===== src/rtl/arb_pkg.sv =====
// Shared arbitration types and helpers for rr_arb_mux and its arbiter core.
// Latency: n/a (types, constants and a combinational helper only).
// Backpressure: n/a.
package arb_pkg;

  typedef enum logic {
    ARB_RR    = 1'b0,
    ARB_FIXED = 1'b1
  } arb_mode_e;

  localparam int ARB_MAX_N = 16;
  localparam int ARB_IDXW  = $clog2(ARB_MAX_N);

  // Index of the set bit in a one-hot vector taken from the rotated
  // (pointer-relative) request space; an all-zero input yields 0.
  function automatic logic [ARB_IDXW-1:0] rot_oh_to_idx(input logic [ARB_MAX_N-1:0] oh);
    logic [ARB_IDXW-1:0] idx;
    idx = '0;
    for (int i = 0; i < ARB_MAX_N; i++) begin
      if (oh[i]) idx = idx | ARB_IDXW'(i);
    end
    return idx;
  endfunction

endpackage


===== src/rtl/rr_arb_core.sv =====
// Combinational arbiter: rotate-priority round-robin from ptr, or single fixed channel.
// Latency: 0 cycles (pure combinational).
// Backpressure: none here; the caller gates the grant with its load condition.
module rr_arb_core
#(
  parameter int N    = 4,
  parameter int SELW = $clog2(N)
) (
  input  logic [N-1:0]        req,
  input  logic [SELW-1:0]     ptr,
  input  arb_pkg::arb_mode_e  mode,
  input  logic [SELW-1:0]     sel_fixed,
  output logic [N-1:0]        gnt_oh,
  output logic [SELW-1:0]     gnt_idx,
  output logic                any_grant
);
  import arb_pkg::*;

  logic [N-1:0]          elig;
  logic [N-1:0]          rot;
  logic [N-1:0]          rot_oh;
  logic [ARB_IDXW-1:0]   rot_idx;
  int                    src;
  int                    sum;

  // Eligible set: every requester in round-robin, only an in-range sel_fixed otherwise.
  always_comb begin
    elig = '0;
    if (mode == ARB_RR) begin
      elig = req;
    end else if (int'(sel_fixed) < N) begin
      elig[sel_fixed] = req[sel_fixed];
    end
  end

  // Rotate so ptr sits at bit 0, take the lowest set bit, rotate the index back.
  always_comb begin
    src = 0;
    sum = 0;
    rot = '0;
    for (int k = 0; k < N; k++) begin
      src = int'(ptr) + k;
      if (src >= N) src = src - N;
      rot[k] = elig[src];
    end
    rot_oh    = rot & (~rot + N'(1));
    rot_idx   = rot_oh_to_idx(ARB_MAX_N'(rot_oh));
    any_grant = |elig;
    sum       = int'(ptr) + int'(rot_idx);
    if (sum >= N) sum = sum - N;
    gnt_idx   = any_grant ? SELW'(sum) : '0;
    gnt_oh    = any_grant ? (N'(1) << gnt_idx) : '0;
  end

endmodule


===== src/rtl/rr_arb_mux.sv =====
// N-way valid/ready stream mux with round-robin or fixed-select arbitration into a one-entry output register.
// Latency: 1 cycle from input transfer to out_valid; sustains one beat per cycle when out_ready stays high.
// Backpressure: in_ready is all-zero while the held beat is not draining; optional stats under RR_ARB_MUX_STATS_EN.
module rr_arb_mux
#(
  parameter int WIDTH = 32,
  parameter int N     = 4,
  parameter int SELW  = $clog2(N)
) (
  input  logic                 clk,
  input  logic                 rst,
  input  logic [N*WIDTH-1:0]   in_data,
  input  logic [N-1:0]         in_valid,
  output logic [N-1:0]         in_ready,
  input  logic                 mode,
  input  logic [SELW-1:0]      sel_fixed,
  output logic [WIDTH-1:0]     out_data,
  output logic                 out_valid,
  input  logic                 out_ready,
  output logic [SELW-1:0]      grant_id
`ifdef RR_ARB_MUX_STATS_EN
  ,
  output logic [31:0]          stall_cnt,
  input  logic                 grant_cnt_clr
`endif
);
  import arb_pkg::*;

  logic [SELW-1:0] ptr;
  logic [N-1:0]    gnt_oh;
  logic [SELW-1:0] gnt_idx;
  logic            any_grant;
  logic            load;
  logic            xfer;
  arb_mode_e       arb_mode;

  assign arb_mode = arb_mode_e'(mode);

  rr_arb_core #(
    .N    (N),
    .SELW (SELW)
  ) u_core (
    .req       (in_valid),
    .ptr       (ptr),
    .mode      (arb_mode),
    .sel_fixed (sel_fixed),
    .gnt_oh    (gnt_oh),
    .gnt_idx   (gnt_idx),
    .any_grant (any_grant)
  );

  // The register can take a beat when empty or draining; the winner is already
  // known to be valid, so a grant here is a completed transfer.
  assign load     = !out_valid || out_ready;
  assign xfer     = !rst && load && any_grant;
  assign in_ready = xfer ? gnt_oh : '0;

  // Output register, pointer advance on round-robin grants, drain when nothing new arrives.
  always_ff @(posedge clk) begin
    if (rst) begin
      ptr       <= '0;
      out_valid <= 1'b0;
      out_data  <= '0;
      grant_id  <= '0;
    end else if (xfer) begin
      out_valid <= 1'b1;
      out_data  <= in_data[int'(gnt_idx)*WIDTH +: WIDTH];
      grant_id  <= gnt_idx;
      if (arb_mode == ARB_RR) begin
        ptr <= (gnt_idx == SELW'(N-1)) ? '0 : gnt_idx + 1'b1;
      end
    end else if (out_ready) begin
      out_valid <= 1'b0;
    end
  end

`ifdef RR_ARB_MUX_STATS_EN
  // Saturating count of cycles the consumer stalls a held beat; clear wins over increment.
  always_ff @(posedge clk) begin
    if (rst || grant_cnt_clr) begin
      stall_cnt <= '0;
    end else if (out_valid && !out_ready && stall_cnt != 32'hFFFF_FFFF) begin
      stall_cnt <= stall_cnt + 32'd1;
    end
  end
`endif

endmodule


===== config.mk =====
export PLATFORM = sky130hd
export DESIGN_NAME = rr_arb_mux
export DESIGN_NICKNAME = d
export VERILOG_FILES = /design/src/rtl/arb_pkg.sv /design/src/rtl/rr_arb_core.sv /design/src/rtl/rr_arb_mux.sv
export SDC_FILE = /design/constraint.sdc
export NUM_CORES = 1
export LEC_CHECK = 0
export BUFFER_PORTS_ARGS = -buffer_cell sky130_fd_sc_hd__buf_2
export CAP_MARGIN = 20
export CORE_MARGIN = 2
export CORE_UTILIZATION = 37
export DETAILED_ROUTE_END_ITERATION = 7
export PLACE_DENSITY = 0.79
export SLEW_MARGIN = 20
export SYNTH_ARGS = -nofsm -noshare
export SYNTH_HDL_FRONTEND = slang
export SYNTH_HIERARCHICAL = 1
export SYNTH_SLANG_ARGS = --single-unit

===== constraint.sdc =====
create_clock -name clk -period 2.95 [get_ports clk]
set_clock_uncertainty 0.05 [all_clocks]
set_input_delay 0.4425 -clock clk [delete_from_list [all_inputs] [get_ports clk]]
set_output_delay 0.4425 -clock clk [all_outputs]
set_load 0.03 [all_outputs]

# == Word level (Yosys, flattened, before mapping) ==
# Index checks and enable logic that the tools add are counted.
# classes
add_sub_neg,11
magnitude_cmp,11
eq_ne,1
shift,2
muxes,31
n_bitwise,4
n_reduce_logical,9
# ops
cell,count
"32-bit by 4-bit less-than comparator with 1-bit output, second input constant",4
32-bit 2-to-1 mux,4
128-bit by 8-bit variable part select with 32-bit output,1
"32-bit by 4-bit greater-or-equal comparator with 1-bit output, second input constant",3
"32-bit by 4-bit subtractor with 32-bit output, second input constant",3
1-bit 2-to-1 mux,13
4-bit 2-to-1 mux,3
1-bit binary-select mux with 2-bit select,5
2-bit 2-to-1 mux,5
4-bit AND,2
"2-bit by 2-bit adder with 3-bit output, second input constant",2
"4-bit by 1-bit adder with 4-bit output, second input constant",1
4-bit inverter,1
4-bit OR reduction,1
"1-bit by 2-bit << shifter with 4-bit output, first input constant",1
"2-bit by 3-bit subtractor with 4-bit output, second input constant",1
"2-bit by 1-bit adder with 3-bit output, second input constant",1
2-bit by 2-bit adder with 3-bit output,1
"2-bit by 3-bit greater-or-equal comparator with 1-bit output, second input constant",1
"3-bit greater-or-equal comparator, second input constant",1
1-bit logical AND,3
"2-bit by 3-bit less-than comparator with 1-bit output, second input constant",1
"2-bit by 1-bit adder with 2-bit output, second input constant",1
1-bit demux with 2-bit select,1
other kinds (8),9
# totals
register_bits,37
input_bits,138
out_inout_bits,39
wordCells,73

# == Longest topological paths before layout ==
# Gate-level depths: netlist of the first run.
# depth
ltp_word,22
ltp_mapped,14
mapped_depth_nobuf,14

# == Hierarchy ==
# The synthesis of the first run kept the hierarchy.
# by_module_without_submodules
mod,instances,cells_each,area_each_um2,seq_area_each_um2
rr_arb_mux,1,140,2021.9,740.7
rr_arb_core,1,50,366.6,0.0

# == Worst setup path before layout of the first run ==
# OpenSTA, ideal clock, no wires.
# synth_timing
path_kind,input -> register
startpoint,in sel_fixed[1]
endpoint,reg out_data[0]
setup_ns,0.117
arrival_ns,2.915
required_time_ns,2.783
setup_slack_ns,-0.132
cell_stages,14
n_path_buf,2
cell_sequence,nand2b_1 -> a21boi_2 -> nor2_1 -> nor3_1 -> a2111oi_0 -> a21oi_1 -> ha_1 -> xor2_1 -> nand2_1 -> mux2i_1 -> clkbuf_1 -> buf_2 -> mux4_2 -> a22o_1
# synth_between
elab_chain_cells,20
word_cells_on_any_way,35
classes_between,add/sub (3); order compare (3); shift (1); mux (22); bitwise (3); reduce/logical (3)
# synth_lines
element,line,rtl
from (decl),rr_arb_mux.sv:16,"input logic [SELW-1:0] sel_fixed,"
2-bit by 3-bit less-than comparator with 1-bit output (implied by the code) or 2-bit by 1-bit greater-or-equal comparator with 1-bit output (tied branches),rr_arb_core.sv:32,elig[sel_fixed] = req[sel_fixed];
1-bit logical AND (implied by the code),rr_arb_core.sv:32,
1-bit 2-to-1 mux (implied by the code),rr_arb_core.sv:32,
1-bit demux with 2-bit select,-,
4-bit AND (no source line) (*),-,
4-bit 2-to-1 mux (*),rr_arb_core.sv:29,if (mode == ARB_RR) begin
1-bit binary-select mux with 2-bit select,rr_arb_core.sv:44,rot[k] = elig[src];
1-bit 2-to-1 mux (implied by the code) (2 in series),rr_arb_core.sv:44,
[3 not listed],-,
1-bit 2-to-1 mux,arb_pkg.sv:20,if (oh[i]) idx = idx | ARB_IDXW'(i);
2-bit 2-to-1 mux (2 in series),arb_pkg.sv:20,
2-bit by 2-bit adder with 3-bit output,rr_arb_core.sv:49,sum = int'(ptr) + int'(rot_idx);
3-bit greater-or-equal comparator or 2-bit by 1-bit subtractor with 2-bit output (tied branches),rr_arb_core.sv:50,if (sum >= N) sum = sum - N;
2-bit 2-to-1 mux,rr_arb_core.sv:50,
2-bit 2-to-1 mux (*),rr_arb_core.sv:51,gnt_idx = any_grant ? SELW'(sum) : '0;
net gnt_idx[1],rr_arb_mux.sv:31,logic [SELW-1:0] gnt_idx;
128-bit by 8-bit variable part select with 32-bit output (*),rr_arb_mux.sv:67,out_data <= in_data[int'(gnt_idx)*WIDTH +: WIDTH];
to (signal assigned),rr_arb_mux.sv:67,
to (decl),rr_arb_mux.sv:17,"output logic [WIDTH-1:0] out_data,"
# The timed path passes the listed nets; every way through them passes the cells marked *. The select of a mux whose other input is x is not followed.
# A chain may end at the register's enable or synchronous reset.

# == Worst setup path in the final report of the first run ==
# layout_timing
startpoint,in sel_fixed[1]
endpoint,out in_ready[1]
# layout_between
elab_chain_cells,22
word_cells_on_any_way,37
classes_between,add/sub (3); order compare (3); shift (1); mux (24); bitwise (3); reduce/logical (3)
# layout_lines
element,line,rtl
2-bit by 3-bit less-than comparator with 1-bit output (implied by the code) or 2-bit by 1-bit greater-or-equal comparator with 1-bit output (tied branches),rr_arb_core.sv:32,
1-bit logical AND (implied by the code),rr_arb_core.sv:32,
1-bit 2-to-1 mux (implied by the code),rr_arb_core.sv:32,
1-bit demux with 2-bit select,-,
4-bit AND (no source line) (*),-,
4-bit 2-to-1 mux (*),rr_arb_core.sv:29,
1-bit binary-select mux with 2-bit select,rr_arb_core.sv:44,
1-bit 2-to-1 mux (implied by the code) (2 in series),rr_arb_core.sv:44,
[6 not listed],-,
2-bit by 2-bit adder with 3-bit output,rr_arb_core.sv:49,
3-bit greater-or-equal comparator or 2-bit by 1-bit subtractor with 2-bit output (tied branches),rr_arb_core.sv:50,
2-bit 2-to-1 mux,rr_arb_core.sv:50,
2-bit 2-to-1 mux,rr_arb_core.sv:51,
1-bit by 2-bit << shifter with 4-bit output,rr_arb_core.sv:52,gnt_oh = any_grant ? (N'(1) << gnt_idx) : '0;
4-bit 2-to-1 mux (*),rr_arb_core.sv:52,
net gnt_oh[1],rr_arb_mux.sv:30,logic [N-1:0] gnt_oh;
4-bit 2-to-1 mux (*),rr_arb_mux.sv:56,assign in_ready = xfer ? gnt_oh : '0;
to (decl),rr_arb_mux.sv:14,"output logic [N-1:0] in_ready,"
# Marked as above.

==> report_table.html, run 1 <==
<table>
<tr><th>Metric</th><th>Value</th></tr>
<tr><th colspan="2">STA</th></tr>
<tr><td>Worst-case headroom to the max-slew limit</td><td>68.6%</td></tr>
<tr><td>Total Negative Setup Slacks</td><td>-0.0130 ns</td></tr>
<tr><td>Min Clock Period, post-route</td><td>2.96 ns</td></tr>
<tr><td>Smallest setup slack after layout</td><td>-0.0130 ns</td></tr>
<tr><td>Setup repair after global routing missed its margin</td><td>yes</td></tr>
<tr><td>Maximum clock frequency</td><td>337 MHz</td></tr>
<tr><td>Final Slew Violations</td><td>0</td></tr>
<tr><td>Final period util</td><td>100%</td></tr>
<tr><td>Final hold vios</td><td>0</td></tr>
<tr><td>Final setup viols</td><td>1</td></tr>
<tr><td>Slew at the pin closest to its max-slew limit</td><td>0.470 ns</td></tr>
<tr><th colspan="2">Yosys</th></tr>
<tr><td>Count of mapped cells out of synthesis</td><td>190</td></tr>
<tr><td>Most repeated cell in the gate-level netlist after synthesis</td><td>dfxtp_1</td></tr>
<tr><td>Area fraction in compound gates after synthesis</td><td>20.6%</td></tr>
<tr><td>Async S/R FF share, synth</td><td>0%</td></tr>
<tr><td>Share of synthesized area spent on multiplexers</td><td>32.9%</td></tr>
<tr><td>Area share of the leading cell type in the synthesized netlist</td><td>31.0%</td></tr>
<tr><td>Mean instance size in the synthesized netlist</td><td>12.6 µm²</td></tr>
<tr><td>Combinational family with the most area after synthesis</td><td>multiplexers</td></tr>
<tr><td>Synthesized-area fraction occupied by adder cells</td><td>1.05%</td></tr>
<tr><td>Number of enable flip-flop cells after synthesis</td><td>0</td></tr>
<tr><td>Sequential element share of the synthesized area</td><td>31.0%</td></tr>
<tr><td>Post-synth net total</td><td>330</td></tr>
<tr><td>Xor/xnor cell area share of the yosys netlist</td><td>0.733%</td></tr>
<tr><td>Main flop type after synthesis</td><td>dfxtp_1</td></tr>
<tr><td>Yosys warnings</td><td>6</td></tr>
<tr><td>Basic-gate share of the synthesized area counting and, or, nand and nor cells</td><td>8.17%</td></tr>
<tr><td>Count of different cell masters after synthesis</td><td>42</td></tr>
<tr><td>Syn Std Cell Area</td><td>2390 µm²</td></tr>
<tr><td>Cell type contributing the most total cell area after synthesis</td><td>dfxtp_1</td></tr>
<tr><td>Count of state elements after synthesis</td><td>37</td></tr>
<tr><td>Synth area leaders</td><td>dfxtp_1 (31%), mux4_2 (26%), a22o_1 (12%)</td></tr>
<tr><td>Top cell types by occurrence after synthesis</td><td>dfxtp_1 (37), a22o_1 (32), mux4_2 (28)</td></tr>
<tr><th colspan="2">Finish</th></tr>
<tr><td>Layout cell share with drive strength beyond 1</td><td>70.1%</td></tr>
<tr><td>Synth-to-Final Area Change</td><td>58.8%</td></tr>
<tr><td>Diodes inserted</td><td>0</td></tr>
<tr><td>Number of fill cells in the layout</td><td>531</td></tr>
<tr><td>Share of the core filled with cells</td><td>60.1%</td></tr>
<tr><td>Net total in the final layout</td><td>524</td></tr>
<tr><th colspan="2">Flow run</th></tr>
<tr><td>Number of max-cap violations</td><td>0</td></tr>
<tr><th colspan="2">Power and ir drop</th></tr>
<tr><td>Relative contribution of the clock network to total power</td><td>13.3%</td></tr>
<tr><td>Power per unit of standard cell area</td><td>691 nW/µm²</td></tr>
<tr><td>Share of total power in sequential cells</td><td>26.1%</td></tr>
<tr><td>Switching part of the total power</td><td>38.4%</td></tr>
<tr><td>Leakage power</td><td>0.00183 µW</td></tr>
<tr><td>Comb power frac</td><td>60.5%</td></tr>
<tr><td>Switching component of the power</td><td>1010 µW</td></tr>
<tr><td>Internal portion of total power</td><td>1610 µW</td></tr>
<tr><td>VDD IR max</td><td>0.000371 V</td></tr>
<tr><th colspan="2">Clocking</th></tr>
<tr><td>Clock buffers created by TritonCTS</td><td>5</td></tr>
<tr><td>Clock tree from TritonCTS</td><td>yes</td></tr>
<tr><td>Htree depth</td><td>2</td></tr>
<tr><td>Skew-Pair Late Insertion Delay</td><td>0.28 ns</td></tr>
<tr><td>Register clock-pin slew on the reported worst setup and hold paths</td><td>0.07 ns</td></tr>
<tr><td>Buffer cell driving the clock tree root</td><td>clkbuf_8</td></tr>
<tr><td>Sinks on the clock net</td><td>37</td></tr>
<tr><td>Largest buffer count on any clock path</td><td>2</td></tr>
<tr><td>Number of hold buffers added after cts</td><td>0</td></tr>
<tr><th colspan="2">Setup path</th></tr>
<tr><td>Path depth of the worst reg2reg path</td><td>12</td></tr>
<tr><td>Register-to-register setup slack</td><td>0.22 ns</td></tr>
<tr><td>R2R Path End</td><td>out_data[30]</td></tr>
<tr><td>CP Capture Point</td><td>in_ready[1]</td></tr>
<tr><td>Start point of the critical path</td><td>sel_fixed[1]</td></tr>
<tr><td>Reg-to-reg critical path startpoint</td><td>ptr[1]</td></tr>
<tr><td>CP Class</td><td>input pin to output pin</td></tr>
<tr><td>CP endpoint kind</td><td>output pin</td></tr>
<tr><td>Largest fanout of any net on the critical path</td><td>4</td></tr>
<tr><td>Critical path data arrival time</td><td>2.47 ns</td></tr>
<tr><td>Sort of element at the start of the critical path</td><td>input pin</td></tr>
<tr><td>Worst endpoint required time</td><td>2.46 ns</td></tr>
<tr><th colspan="2">Floorplan</th></tr>
<tr><td>Row cnt</td><td>29</td></tr>
<tr><td>X dimension of the die</td><td>84.3 µm</td></tr>
<tr><td>Number of top-level pins</td><td>177</td></tr>
<tr><td>Die height</td><td>84.3 µm</td></tr>
<tr><td>Starting density of the core</td><td>37.8%</td></tr>
<tr><td>CORE AREA</td><td>6310 µm²</td></tr>
<tr><td>Die outline area</td><td>7110 µm²</td></tr>
<tr><th colspan="2">Place</th></tr>
<tr><td>Count of port buffers added during placement</td><td>176</td></tr>
<tr><td>HPWL reported at the end of detailed placement</td><td>5.89 mm</td></tr>
<tr><td>Worst Setup Slack post-DPL</td><td>-0.301 ns</td></tr>
<tr><td>Gpl congestion</td><td>0.918</td></tr>
<tr><th colspan="2">Min path</th></tr>
<tr><td>Critical hold path startpoint</td><td>rst</td></tr>
<tr><td>Hold/Removal Path Class</td><td>input pin to flip-flop</td></tr>
<tr><th colspan="2">Outcome</th></tr>
<tr><td>Run status</td><td>finished with violations</td></tr>
<tr><td>Violations in the final reports</td><td>setup timing</td></tr>
<tr><th colspan="2">Drt</th></tr>
<tr><td>Count of vias placed by the detailed router</td><td>2,463</td></tr>
<tr><td>Post-Route WL</td><td>7.65 mm</td></tr>
<tr><td>Detail-routed net length per standard cell</td><td>16.6 µm</td></tr>
<tr><td>1st-pass router iterations</td><td>4</td></tr>
<tr><td>Starting DRT DRC Count</td><td>95</td></tr>
<tr><td>Drt via density</td><td>5.34</td></tr>
<tr><td>Number of design rule violations left after detail routing</td><td>0</td></tr>
<tr><td>Number of routed nets with antenna violations</td><td>0</td></tr>
<tr><th colspan="2">GRT</th></tr>
<tr><td>Number of antenna violations at the first check in global routing</td><td>0</td></tr>
<tr><td>First-pass GRT wire length</td><td>11.6 mm</td></tr>
<tr><td>Maximum number of pins on one net before global-route repair</td><td>33</td></tr>
<tr><td>Overflow after GRT</td><td>0</td></tr>
<tr><td>Total track usage</td><td>20.4%</td></tr>
<tr><td>Vias in the first global route</td><td>2,399</td></tr>
</table>
-- metrics by stage --
stage | cell area [µm²] | hold slack, ns | power [µW] | std cells
floorplan | 2410 | 0.397 | 1730 | 190
global placement | 3470 | 0.406 | 2110 | 446
detailed placement | 3470 | 0.409 | 2150 | 446
CTS | 3670 | 0.373 | 2560 | 456
global route | 3790 | 0.402 | 2770 | 461
finish | 3790 | 0.391 | 2620 | 461
-- worst min-delay path by stage --
stage | cells past startpoint | to
after floorplan | 2 | ptr[1]
after global placement | 1 | out_data[6]
after detailed placement | 1 | out_data[28]
after CTS | 2 | ptr[0]
after global routing | 2 | ptr[0]
final | 2 | ptr[0]
-- routing by layer --
metal,global-route usage (%),vias to the layer above,share of wire (%)
met3,5.31,8,7.5
li1,-,1160,-
met2,37.4,100,54
met4,5.77,0,1.2
met5,0,-,0
met1,23.5,1195,38
-- registers in the layout, summed over array words and instances (netlist names) --
register	count
out_data	32
grant_id	2
ptr	2
out_valid	1
-- cells in the final DEF (no fill, tap or decap), types with 3 or more instances in the layout --
| master | count |
|---|---|
| buf_2 | 169 |
| dfxtp_1 | 37 |
| a22o_1 | 32 |
| mux4_2 | 28 |
| buf_4 | 22 |
| buf_6 | 7 |
| clkbuf_8 | 6 |
| a21oi_1 | 5 |
| mux4_1 | 4 |
| nor2_1 | 4 |
| buf_12 | 4 |
| nand2_1 | 4 |
| mux2i_1 | 4 |
| and2_1 | 3 |
| and2_4 | 3 |
| nand3_1 | 3 |
| o21ai_0 | 3 |
| o21ai_1 | 3 |
| nand2_2 | 3 |
-- layout make-up --
class	count	area [µm²]	share of cell area (%)
flip-flops and latches	37	741	19.5
well taps	77	96.3	2.54
repair buffers	204	1210	31.9
multi-input cells	133	1650	43.4
clock buffers	6	82.6	2.18
inverters	3	11.3	0.297
clock inverters	1	7.51	0.198
-- worst max-delay path, stage by stage --
cell     delay, ns
buf_8         0.10
a21bo_1       0.19
and2_4        0.17
buf_6         0.12
o31a_2        0.28
a21oi_2       0.19
ha_4          0.18
xor2_2        0.16
buf_4         0.16
nand2_2       0.05
mux2i_1       0.14
and2_1        0.16
buf_6         0.13
-- power groups by stage --
| stage | sequential (µW) | combinational [µW] | clock [µW] |
|---|---|---|---|
| floorplan | 905 | 830 | 0 |
| global placement | 685 | 1420 | 0 |
| detailed placement | 690 | 1460 | 0 |
| CTS | 682 | 1510 | 364 |
| global route | 700 | 1690 | 382 |
| finish | 685 | 1590 | 349 |
-- kinds of logic after synthesis --
group           Yosys count
compound gates           58
mux                      37
flops                    37
simple gates             34
buf+inv                  20
xor+xnor                  2
fa+ha+maj                 2
-- what timing repair did --
| item | CTS | global route |
|---|---|---|
| pin swaps | 8 | 11 |
| setup endpoints to repair | 5 | 36 |
| resized for setup | 19 | 17 |
| setup buffers | 3 | 4 |
| gates cloned | 0 | 1 |
Power figures use the tool's default switching activity.
==> inputs of run 2 (changes only) <==
Settings changed: CORE_UTILIZATION 37 to 41, PLACE_DENSITY 0.79 to 0.82.
Clock period 2.95 ns to 3.08 ns, I/O delays scaled along.
==> report_table.html, run 2 (synthesis gave the netlist of run 1 again) <==
<table>
<tr><th>Metric</th><th>Value</th></tr>
<tr><th colspan="2">Clocking</th></tr>
<tr><td>Largest buffer count on any clock path</td><td>2</td></tr>
<tr><td>Number of hold buffers added after cts</td><td>0</td></tr>
<tr><td>Sinks on the clock net</td><td>37</td></tr>
<tr><td>Clock tree from TritonCTS</td><td>yes</td></tr>
<tr><td>Skew-Pair Late Insertion Delay</td><td>0.29 ns</td></tr>
<tr><td>Htree depth</td><td>2</td></tr>
<tr><td>Buffer cell driving the clock tree root</td><td>clkbuf_8</td></tr>
<tr><td>Register clock-pin slew on the reported worst setup and hold paths</td><td>0.08 ns</td></tr>
<tr><td>Clock buffers created by TritonCTS</td><td>5</td></tr>
<tr><th colspan="2">Drt</th></tr>
<tr><td>Count of vias placed by the detailed router</td><td>2,498</td></tr>
<tr><td>Number of routed nets with antenna violations</td><td>0</td></tr>
<tr><td>Starting DRT DRC Count</td><td>69</td></tr>
<tr><td>Detail-routed net length per standard cell</td><td>16.9 µm</td></tr>
<tr><td>1st-pass router iterations</td><td>4</td></tr>
<tr><td>Number of design rule violations left after detail routing</td><td>0</td></tr>
<tr><td>Post-Route WL</td><td>7.76 mm</td></tr>
<tr><td>Drt via density</td><td>5.43</td></tr>
<tr><th colspan="2">Setup path</th></tr>
<tr><td>CP Class</td><td>input pin to output pin</td></tr>
<tr><td>Reg-to-reg critical path startpoint</td><td>ptr[1]</td></tr>
<tr><td>Path depth of the worst reg2reg path</td><td>12</td></tr>
<tr><td>Largest delay share family, worst path</td><td>compound AO/OA/AOI/OAI gates</td></tr>
<tr><td>CP bufs+invs</td><td>4</td></tr>
<tr><td>Register-to-register setup slack</td><td>0.32 ns</td></tr>
<tr><td>Worst endpoint required time</td><td>2.57 ns</td></tr>
<tr><td>CP endpoint kind</td><td>output pin</td></tr>
<tr><td>Standard cell with the maximum stage delay on the critical path</td><td>o31a_2</td></tr>
<tr><td>Sort of element at the start of the critical path</td><td>input pin</td></tr>
<tr><td>Ordered cell list for the critical path</td><td>buf_6 -&gt; a21bo_1 -&gt; and2_4 -&gt; buf_4 -&gt; o31a_2 -&gt; a21oi_2 -&gt; ha_4 -&gt; xor2_2 -&gt; buf_4 -&gt; nand2_1 -&gt; mux2i_1 -&gt; and2_1 -&gt; buf_6</td></tr>
<tr><td>Critical path data arrival time</td><td>2.51 ns</td></tr>
<tr><td>R2R Path End</td><td>out_data[11]</td></tr>
<tr><td>Largest fanout of any net on the critical path</td><td>4</td></tr>
<tr><td>Max stage delay on crit path</td><td>0.32 ns</td></tr>
<tr><th colspan="2">Finish</th></tr>
<tr><td>Synth-to-Final Area Change</td><td>59.7%</td></tr>
<tr><td>Register with the most flip-flops</td><td>out_data</td></tr>
<tr><td>Leading cell type in the layout, fill and taps excluded</td><td>buf_2</td></tr>
<tr><td>Leading registers by flop count</td><td>out_data: 32 flops, grant_id: 2 flops, ptr: 2 flops</td></tr>
<tr><td>Highest-count cells in the layout ignoring fill and taps</td><td>buf_2 (169), dfxtp_1 (37), a22o_1 (32)</td></tr>
<tr><td>Area of all placed cells without fillers</td><td>3810 µm²</td></tr>
<tr><td>Number of flip-flops under the largest register name</td><td>32</td></tr>
<tr><td>Layout cell share with drive strength beyond 1</td><td>68.8%</td></tr>
<tr><td>Diodes inserted</td><td>0</td></tr>
<tr><td>Net total in the final layout</td><td>527</td></tr>
<tr><th colspan="2">Floorplan</th></tr>
<tr><td>Number of top-level pins</td><td>177</td></tr>
<tr><td>CORE AREA</td><td>5570 µm²</td></tr>
<tr><td>Die outline area</td><td>6450 µm²</td></tr>
<tr><td>X dimension of the die</td><td>80.3 µm</td></tr>
<tr><td>Die height</td><td>80.3 µm</td></tr>
<tr><td>Starting density of the core</td><td>42.9%</td></tr>
<tr><td>Row cnt</td><td>27</td></tr>
<tr><th colspan="2">STA</th></tr>
<tr><td>Final Slew Violations</td><td>0</td></tr>
<tr><td>Final period util</td><td>98.2%</td></tr>
<tr><td>Final setup viols</td><td>0</td></tr>
<tr><td>Total Negative Setup Slacks</td><td>0 ns</td></tr>
<tr><td>Maximum clock frequency</td><td>331 MHz</td></tr>
<tr><td>Slew at the pin closest to its max-slew limit</td><td>0.580 ns</td></tr>
<tr><td>Worst Hold Slack</td><td>0.387 ns</td></tr>
<tr><td>Min Clock Period, post-route</td><td>3.02 ns</td></tr>
<tr><td>Worst-case headroom to the max-slew limit</td><td>61.2%</td></tr>
<tr><td>Final hold vios</td><td>0</td></tr>
<tr><th colspan="2">GRT</th></tr>
<tr><td>Number of antenna violations at the first check in global routing</td><td>0</td></tr>
<tr><td>Overflow after GRT</td><td>0</td></tr>
<tr><td>Total track usage</td><td>22.5%</td></tr>
<tr><td>First-pass GRT wire length</td><td>11.1 mm</td></tr>
<tr><td>Vias in the first global route</td><td>2,393</td></tr>
<tr><td>Maximum number of pins on one net before global-route repair</td><td>28</td></tr>
<tr><th colspan="2">Power and ir drop</th></tr>
<tr><td>Power per unit of standard cell area</td><td>705 nW/µm²</td></tr>
<tr><td>Total Power</td><td>2690 µW</td></tr>
<tr><td>VDD IR max</td><td>0.000359 V</td></tr>
<tr><td>Leakage power</td><td>0.00184 µW</td></tr>
<tr><th colspan="2">Outcome</th></tr>
<tr><td>Run status</td><td>completed</td></tr>
<tr><th colspan="2">Min path</th></tr>
<tr><td>Hold-critical path endpoint</td><td>grant_id[0]</td></tr>
<tr><td>Critical hold path startpoint</td><td>rst</td></tr>
<tr><td>Hold Path Depth</td><td>2</td></tr>
<tr><td>Hold/Removal Path Class</td><td>input pin to flip-flop</td></tr>
<tr><th colspan="2">Place</th></tr>
<tr><td>HPWL reported at the end of detailed placement</td><td>6.24 mm</td></tr>
<tr><td>Gpl congestion</td><td>0.914</td></tr>
<tr><td>Count of port buffers added during placement</td><td>176</td></tr>
<tr><td>Area after detailed placement</td><td>3530 µm²</td></tr>
<tr><th colspan="2">Flow run</th></tr>
<tr><td>Number of max-cap violations</td><td>0</td></tr>
</table>
## run 2: worst max path at each step
| stage | to | cells past startpoint | startpoint | slack [ns] |
|---|---|---|---|---|
| after detailed placement | out_data[11] | 14 | sel_fixed[1] | -0.22 |
| after global placement | out_data[11] | 13 | sel_fixed[1] | -0.09 |
| after floorplan | out_data[0] | 14 | mode | -0.01 |
| after global routing | out_data[11] | 16 | sel_fixed[1] | -0.03 |
| final | in_ready[0] | 13 | sel_fixed[1] | 0.06 |
| after CTS | in_ready[1] | 14 | sel_fixed[0] | -0.008 |
## run 2: area by class of cell
type	instances	area, µm²
fillers	429	1760
multi-input cells	133	1610
repair buffers	207	1220
flip-flops and latches	37	741
well taps	72	90.1
clock buffers	5	68.8
clock inverters	3	68.8
inverters	3	11.3
## run 2: timing repair
item	in CTS	in global routing
setup buffers	3	1
endpoints found under the setup margin	4	34
pin swaps	9	6
cloned	0	0
resized for setup	17	9
## run 2: report_power, final
group	total [µW]	switching (µW)	internal, µW
combinational	1520	732	785
sequential	653	62.6	591
clock	517	191	326
## run 2: worst register-to-register path, delay by kind of cell (launching register included)
kind                     cells  cell delay [ns]
XOR/XNOR                     1             0.15
buffers and inverters        4             0.61
multiplexers                 2             0.51
AO/OA/AOI/OAI                3             0.78
flip-flops                   1             0.31
AND/OR/NAND/NOR              1             0.08
adder cells (fa/ha/maj)      1             0.18
## run 2: layer usage
layer / GRT usage, % / share of wire [%]
met1: 25.5 / 37
met5: 0 / 0
met4: 6.27 / 1.1
met2: 41.5 / 54
met3: 5.84 / 7.9
## run 2: stage by stage
stage,cells,setup WS (ns),util [%]
2_1_floorplan,190,-0.0146,-
3_3_place_gp,448,-0.0920,63.3
3_5_place_dp,448,-0.216,63.3
4_1_cts,459,-0.00840,67.5
5_1_grt,460,-0.0294,68.4
6_report,460,0.0568,68.4
